File: src/rtl/uart_tx_arbiter_if.sv
// Handshake bundle between two packet requesters, the arbiter and the UART
// transmitter input port.
interface uart_tx_arbiter_if;
  logic [7:0] req0_data;
  logic       req0_last;
  logic       req0_valid;
  logic       req0_ready;
  logic [7:0] req1_data;
  logic       req1_last;
  logic       req1_valid;
  logic       req1_ready;
  logic [7:0] tx_data;
  logic       tx_valid;
  logic       tx_ready;
  logic [1:0] grant;
  logic       trunc;

  modport slave (
    input  req0_data, req0_last, req0_valid,
    output req0_ready,
    input  req1_data, req1_last, req1_valid,
    output req1_ready,
    output tx_data, tx_valid,
    input  tx_ready,
    output grant, trunc
  );

  modport master (
    output req0_data, req0_last, req0_valid,
    input  req0_ready,
    output req1_data, req1_last, req1_valid,
    input  req1_ready,
    input  tx_data, tx_valid,
    output tx_ready,
    input  grant, trunc
  );
endinterface

File: src/rtl/uart_tx_arbiter.sv
// Packet-level two-way arbiter in front of a UART transmitter: the owner keeps
// the transmitter until its last byte or until PKT_MAX bytes force a release.
module uart_tx_arbiter #(
  parameter int unsigned PKT_MAX = 64
) (
  input  logic            clk,
  input  logic            rst_n,
  uart_tx_arbiter_if.slave bus
);

  localparam int unsigned CNT_W = $clog2(PKT_MAX + 1);

  typedef enum logic [1:0] {
    IDLE = 2'b00,
    OWN0 = 2'b01,
    OWN1 = 2'b10
  } state_t;

  state_t           state_r;
  logic [1:0]       grant_r;
  logic             prev_owner_r;
  logic [CNT_W-1:0] count_r;
  logic             trunc_r;
  logic [7:0]       tx_data_r;
  logic             tx_valid_r;

  logic             ready0_s;
  logic             ready1_s;
  logic             accept_s;
  logic             acc_last_s;
  logic [7:0]       acc_data_s;
  logic             at_max_s;

  // Owner's ready depends only on state and output-register occupancy, never on valid.
  always_comb begin
    ready0_s   = 1'b0;
    ready1_s   = 1'b0;
    accept_s   = 1'b0;
    acc_last_s = 1'b0;
    acc_data_s = 8'h00;
    case (state_r)
      OWN0: begin
        ready0_s   = !tx_valid_r || bus.tx_ready;
        accept_s   = bus.req0_valid && ready0_s;
        acc_last_s = bus.req0_last;
        acc_data_s = bus.req0_data;
      end
      OWN1: begin
        ready1_s   = !tx_valid_r || bus.tx_ready;
        accept_s   = bus.req1_valid && ready1_s;
        acc_last_s = bus.req1_last;
        acc_data_s = bus.req1_data;
      end
      default: begin
        ready0_s = 1'b0;
        ready1_s = 1'b0;
      end
    endcase
    at_max_s = (count_r + CNT_W'(1)) == CNT_W'(PKT_MAX);
  end

  // Ownership FSM with byte counter, round-robin memory and truncation pulse.
  always_ff @(posedge clk or negedge rst_n) begin
    if (!rst_n) begin
      state_r      <= IDLE;
      grant_r      <= 2'b00;
      prev_owner_r <= 1'b1;
      count_r      <= {CNT_W{1'b0}};
      trunc_r      <= 1'b0;
    end else begin
      trunc_r <= 1'b0;
      case (state_r)
        IDLE: begin
          count_r <= {CNT_W{1'b0}};
          // On a tie the requester that did not own last time wins.
          if (bus.req0_valid && (!bus.req1_valid || prev_owner_r)) begin
            state_r <= OWN0;
            grant_r <= 2'b01;
          end else if (bus.req1_valid) begin
            state_r <= OWN1;
            grant_r <= 2'b10;
          end else begin
            state_r <= IDLE;
            grant_r <= 2'b00;
          end
        end
        OWN0, OWN1: begin
          if (accept_s && (acc_last_s || at_max_s)) begin
            state_r      <= IDLE;
            grant_r      <= 2'b00;
            prev_owner_r <= (state_r == OWN1);
            count_r      <= {CNT_W{1'b0}};
            trunc_r      <= !acc_last_s;
          end else if (accept_s) begin
            count_r <= count_r + CNT_W'(1);
          end else begin
            count_r <= count_r;
          end
        end
        default: begin
          state_r <= IDLE;
          grant_r <= 2'b00;
          count_r <= {CNT_W{1'b0}};
        end
      endcase
    end
  end

  // Single-entry output register: load wins over drain so a full cycle is never lost.
  always_ff @(posedge clk or negedge rst_n) begin
    if (!rst_n) begin
      tx_data_r  <= 8'h00;
      tx_valid_r <= 1'b0;
    end else if (accept_s) begin
      tx_data_r  <= acc_data_s;
      tx_valid_r <= 1'b1;
    end else if (bus.tx_ready) begin
      tx_data_r  <= tx_data_r;
      tx_valid_r <= 1'b0;
    end else begin
      tx_data_r  <= tx_data_r;
      tx_valid_r <= tx_valid_r;
    end
  end

  assign bus.req0_ready = ready0_s;
  assign bus.req1_ready = ready1_s;
  assign bus.tx_data    = tx_data_r;
  assign bus.tx_valid   = tx_valid_r;
  assign bus.grant      = grant_r;
  assign bus.trunc      = trunc_r;

endmodule
File: src/flat_wrapper.sv
// flat-port wrapper written by rule: the top's interface ports become plain ports
module uart_tx_arbiter_flat 
#(
  parameter int unsigned PKT_MAX = 64
)
  (clk, rst_n, bus_req0_data, bus_req0_last, bus_req0_valid, bus_req0_ready, bus_req1_data, bus_req1_last, bus_req1_valid, bus_req1_ready, bus_tx_data, bus_tx_valid, bus_tx_ready, bus_grant, bus_trunc);
  uart_tx_arbiter_if bus_i ();
  input  logic clk;
  input  logic rst_n;
  input wire logic [$bits(bus_i.req0_data)-1:0] bus_req0_data;
  input wire logic [$bits(bus_i.req0_last)-1:0] bus_req0_last;
  input wire logic [$bits(bus_i.req0_valid)-1:0] bus_req0_valid;
  output wire logic [$bits(bus_i.req0_ready)-1:0] bus_req0_ready;
  input wire logic [$bits(bus_i.req1_data)-1:0] bus_req1_data;
  input wire logic [$bits(bus_i.req1_last)-1:0] bus_req1_last;
  input wire logic [$bits(bus_i.req1_valid)-1:0] bus_req1_valid;
  output wire logic [$bits(bus_i.req1_ready)-1:0] bus_req1_ready;
  output wire logic [$bits(bus_i.tx_data)-1:0] bus_tx_data;
  output wire logic [$bits(bus_i.tx_valid)-1:0] bus_tx_valid;
  input wire logic [$bits(bus_i.tx_ready)-1:0] bus_tx_ready;
  output wire logic [$bits(bus_i.grant)-1:0] bus_grant;
  output wire logic [$bits(bus_i.trunc)-1:0] bus_trunc;
  assign bus_i.req0_data = bus_req0_data;
  assign bus_i.req0_last = bus_req0_last;
  assign bus_i.req0_valid = bus_req0_valid;
  assign bus_req0_ready = bus_i.req0_ready;
  assign bus_i.req1_data = bus_req1_data;
  assign bus_i.req1_last = bus_req1_last;
  assign bus_i.req1_valid = bus_req1_valid;
  assign bus_req1_ready = bus_i.req1_ready;
  assign bus_tx_data = bus_i.tx_data;
  assign bus_tx_valid = bus_i.tx_valid;
  assign bus_i.tx_ready = bus_tx_ready;
  assign bus_grant = bus_i.grant;
  assign bus_trunc = bus_i.trunc;
  uart_tx_arbiter #(.PKT_MAX(PKT_MAX)) u_core (.clk(clk), .rst_n(rst_n), .bus(bus_i));
endmodule
File: config.mk
export PLATFORM = sky130hd
export DESIGN_NAME = uart_tx_arbiter_flat
export DESIGN_NICKNAME = d
export VERILOG_FILES = /design/src/rtl/uart_tx_arbiter_if.sv /design/src/rtl/uart_tx_arbiter.sv /design/src/flat_wrapper.sv
export SDC_FILE = /design/constraint.sdc
export NUM_CORES = 1
export LEC_CHECK = 0
export BUFFER_PORTS_ARGS = -buffer_cell sky130_fd_sc_hd__clkbuf_2
export CORE_ASPECT_RATIO = 0.75
export CORE_MARGIN = 2
export CORE_UTILIZATION = 45
export DETAILED_ROUTE_END_ITERATION = 12
export PLACE_DENSITY_LB_ADDON = 0.25
export SYNTH_ARGS = -nofsm -noshare
export SYNTH_HDL_FRONTEND = slang
export SYNTH_SLANG_ARGS = --single-unit
File: constraint.sdc
create_clock -name clk -period 1.99 [get_ports clk]
set_clock_uncertainty 0.1 [all_clocks]
set_input_delay 0.0995 -clock clk [delete_from_list [all_inputs] [get_ports clk]]
set_output_delay 0.0995 -clock clk [all_outputs]
set_load 0.02 [all_outputs]
# --- Yosys cells after proc, flatten, opt, wreduce, memory -nomap -nowiden ---
# Cells that the tools add are included.
op_classes:
  add_sub_neg: 1
  n_eq_ne: 5
  muxes: 16
  reduce_logical: 14
ops:
  columns: ["op", "n"]
  rows:
  - ["7-bit two-way mux", 3]
  - ["8-bit one-hot mux with 2 select lines", 1]
  - ["7-bit by 1-bit adder with 7-bit output, second input constant", 1]
  - ["7-bit equality test, second input constant", 1]
  - ["1-bit two-way mux", 6]
  - ["2-bit two-way mux", 3]
  - ["1-bit logical AND", 4]
  - ["1-bit one-hot mux with 2 select lines", 2]
  - ["2-bit one-hot mux with 2 select lines", 1]
  - ["1-bit logical NOT", 3]
  - ["1-bit logical OR", 3]
  - ["3-bit by 1-bit inequality test with 1-bit output, second input constant", 1]
  - ["2-bit by 1-bit equality test with 1-bit output, second input constant", 1]
  - ["2-bit equality test, second input constant", 1]
  - ["2-bit logical NOT", 1]
  - ["2-bit by 1-bit inequality test with 1-bit output, second input constant", 1]
  - ["2-bit AND reduction", 1]
  - ["2-bit nonzero test", 1]
  - ["2-bit OR reduction", 1]
word_totals:
  regBits: 20
  inputBits: 23
  out_inout_bits: 14
  wordCells: 42

# --- Longest topological paths before layout ---
depth:
  word_depth: 7
  ltp_mapped: 9
  depth_no_buf: 7

# --- Worst setup path after synthesis ---
# OpenSTA, ideal clock, no wires.
synth_timing:
  path_kind: "register to register"
  start: "register u_core.bus.grant[1] (netlist name)"
  end: "register u_core.count_r[5]"
  setup_ns: 0.069
  arrival_time_ns: 1.790
  setup_slack_ns: 0.031
  path_stages_with_launch: 8
  n_path_buf: 1
  cell_sequence: "dfrtp_1 inv_1 ha_1 buf_6 a22oi_2 a21bo_1 or4_1 nand3_1"
synth_rtl:
  columns: ["item", "line_no", "text"]
  rows:
  - ["to (signal assigned)", "uart_tx_arbiter.sv:68", "count_r <= {CNT_W{1'b0}};"]
  - ["to (signal assigned)", "uart_tx_arbiter.sv:74", "count_r <= {CNT_W{1'b0}};"]
  - ["to (signal assigned)", "uart_tx_arbiter.sv:92", "count_r <= {CNT_W{1'b0}};"]
  - ["to (decl)", "uart_tx_arbiter.sv:22", "logic [CNT_W-1:0] count_r;"]

==> metrics <==
combined area of the multi-input logic cells 593 sq um; number of DRC violations after detailed routing 0; standby leakage power 0.000741 uW; main combinational cell family by area after synthesis simple AND/OR/NAND/NOR gates; Worst-Skew Late Latency roughly 0.30 ns; CP Capture Type flop; kind of cell with the highest combined delay on the critical path buffers and inverters; run status complete, but fails checks; total via count after detailed routing 1077; GR Overflow Total 0; layout overhead on the synthesized area 43.1%; Max Clock Freq ~520 MHz; arrival time worst endpoint between 2 and 2.5 ns; estimated wirelength of the detail-placed design 1.88 mm; fraction of synthesized area in multiplexers ~2.3%; last weighted congestion value of the routability-driven placer 0.833; Yosys Warn Count 0; number of nets produced by synthesis 142; Core Rows 15; # IOs 37; biggest area consumer among synthesized cells sky130_fd_sc_hd__dfrtp_1; number of max-slew violations in the final report 0; vias in the first global route 1010; number of cells produced by synthesis approximately 120; Core Box Area 2310 sq um; start point of the worst min-delay path bus_req1_data[2]; type of the most critical hold path in2reg; largest cells by area after synthesis sky130_fd_sc_hd__dfrtp_1 (43%), sky130_fd_sc_hd__nand2_1 (7.5%), sky130_fd_sc_hd__o21ai_1 (5.9%), sky130_fd_sc_hd__a22oi_1 (5.4%), sky130_fd_sc_hd__ha_1 (4.5%); synthesized-area fraction occupied by ao, oa, aoi and oai cells 21.9%; Fill cells 191; FF+latch count, synth 20; Setup WS post-layout 0.0682 ns; number of diodes added for antenna fixing 0; fin crit period 1.92 ns; detail-routed net length per standard cell 13.8 um; flip-flop and latch area roughly 500 sq um; sequential fraction of the synthesis area between 40% and 50%; chip width 61.2 um; number of clock buffers inserted by TritonCTS 3; Detailed Route WL 2.87 mm; global-route wire length before repair 4.44 mm; CP cell instances inv_1 -> ha_1 -> buf_4 -> a22oi_1 -> dlygate4sd3_1 -> o21ai_1; Clock Sinks 20; clock tree from TritonCTS done; Clock Tree Root sky130_fd_sc_hd__clkbuf_4; critical path type reg2reg; ratio of total power to cell area approximately 1200 nW/um^2; number of cells on the critical path 6; final period utilization between 90% and 100%; Post-Synth Simple-Gate Area 22.3%; maximum number of pins on one net before global-route repair 21; cell with the largest stage delay on the worst path sky130_fd_sc_hd__dlygate4sd3_1; startpoint type of the worst setup path flop; number of antenna violations at the first check in global routing 0; Total Die Area 2870 sq um; count of TritonRoute iterations in the first routing pass 4; Reg clk slew, reported paths 0.11 ns; overall global routing resource usage 21.5%; count of cells along the worst register-to-register path 6; slew at the pin closest to its max-slew limit 0.508 ns; PnR Total Power 1820 uW; synthesized area per cell 9.62 sq um; violated checks negative hold slack; number of buffers on the longest clock path 2; xor/xnor cell area share of the yosys netlist 0%; routed via count divided by cell count 5.20; proportion of netlist area held by the largest area contributor 43.0%; synthesized-area fraction occupied by adder cells about 4.5%; placement-stage worst setup slack 0.0265 ns; launching element of the worst setup path u_core.bus.grant[1]; maximum VDD drop 0.666 mV; worst reg2reg startpoint u_core.bus.grant[1]; Max-slew headroom 66.1%; remaining number of nets flagged by the antenna check after routing 0; final setup violation count 0; peak per-stage delay on the critical path between 0.5 and 0.6 ns; number of DRC markers after the initial detailed-route iteration 54; layout net count 201; fraction of layout cells with a size suffix above 1 35.3%; port buffer count 36; effective utilization at floorplan 47.9%; worst hold-check slack -0.0176 ns; number of distinct standard cells referenced by the synthesized netlist 36; die boundary height 46.9 um; H-tree levels 1; final count of hold timing violations 2; Req. time, crit path ~2.1 ns; number of buffer and inverter instances along the worst setup path 3; area of the mapped netlist 1110 sq um; max_cap viols 0; maximum fanout along the worst path 9; cell depth of the worst min-delay path 3
-- worst min-delay path, stage by stage --
cell and delay, ns:
sky130_fd_sc_hd__clkbuf_2 0.08, sky130_fd_sc_hd__a22oi_1 0.07, sky130_fd_sc_hd__o21ai_1 0.11
-- registers in the layout, indices dropped and copies added (netlist names) --
signal               flops
u_core.bus.tx_data       8
u_core.count_r           7
u_core.bus.grant         2
u_core.bus.trunc         1
u_core.bus.tx_valid      1
u_core.prev_owner_r      1
-- worst paths after layout --
| check | to | slack [ns] |
|---|---|---|
| max | u_core.bus.tx_data[6] | 0.07 |
| min | u_core.bus.tx_data[2] | -0.02 |
| max reg2reg | u_core.bus.tx_data[6] | 0.07 |
| min reg2reg | u_core.bus.tx_data[7] | 0.40 |
| max in group asynchronous | u_core.prev_owner_r | 1.24 |
| min in group asynchronous | u_core.count_r[1] | 0.19 |
-- area by class of cell --
cell class	instances	area share, %
Sequential cell	20	31.7
Inverter	3	0.711
Clock buffer	4	2.29
Timing Repair Buffer	59	25.1
Multi-Input combinational cell	87	37.5
Tap cell	34	2.69
-- per-stage QoR --
stage	util [%]	cells	area, sq um	TNS, ns	hold WS (ns)
detailed placement	57.6	184	1330	0	0.00148
finish	68.6	207	1580	0	-0.0176
CTS	67.9	208	1570	0	0.000264
global placement	57.6	184	1330	0	-0.00982
floorplan	-	115	1110	0	-0.296
global route	68.6	207	1580	-0.0122	0.00509
-- cell usage after synthesis, drive strengths merged --
| library cell | instances |
|---|---|
| o21ai | 16 |
| dfstp | 1 |
| dfrtp | 19 |
| ha | 4 |
| nor4b | 1 |
| a21o | 1 |
| inv | 3 |
| nand2 | 22 |
| and4b | 1 |
| nand3 | 7 |
| nor2b | 2 |
| buf | 3 |
| a22o | 1 |
| a21oi | 1 |
| or4 | 1 |
| nor2 | 1 |
| a21bo | 1 |
| o211ai | 4 |
| or3 | 1 |
| or2 | 4 |
| o2bb2ai | 1 |
| nor3 | 1 |
| clkbuf | 2 |
| mux2i | 1 |
| and2 | 3 |
| nand2b | 2 |
| a22oi | 9 |
| nand3b | 1 |
| mux2 | 1 |
-- what timing repair did --
item                                   in CTS  in global routing
gates resized for setup                     0                  7
setup endpoints to repair                   0                 14
setup buffers                               0                  1
hold buffers                               20                  0
endpoints found under the hold margin      31                  0
-- power by group --
part / internal [uW] / total (uW) / leakage [uW] / switching [uW]
registers: 521 / 609 / 0.000267 / 88.0
logic: 421 / 974 / 0.000453 / 553
clock network: 112 / 240 / 0.0000210 / 129
-- layer usage --
| layer | up-vias | GRT usage [%] | part of all wire (%) |
|---|---|---|---|
| met2 | 26 | 37.2 | 51 |
| met1 | 519 | 27.3 | 43 |
| met4 | 0 | 5.22 | 1.2 |
| li1 | 528 | - | - |
| met3 | 4 | 5.51 | 4.2 |
| met5 | - | 0 | 0 |
-- cell usage in the layout, fill, tap and decap left out, drive strengths merged --
master       instances
o2bb2ai              1
clkbuf              40
dfrtp               19
nand2b               2
ha                   4
a21oi                1
mux2                 1
buf                  5
mux2i                1
nor2b                2
nor4b                1
o21ai               16
and2                 3
o211ai               4
or4                  1
nand3                7
nor3                 1
dlygate4sd3         18
or3                  1
a21bo                1
or2                  4
and4b                1
nor2                 1
inv                  3
a22oi                9
a22o                 1
nand3b               1
a21o                 1
dfstp                1
nand2               22
-- kinds of logic after synthesis --
family	after synthesis
and+or+nand+nor	47
AOI/OAI and AO/OA	34
adders and majority gates	4
muxes	2
DFF	20
buffers and inverters	8
No activity file was read; power rests on OpenSTA's default activity.
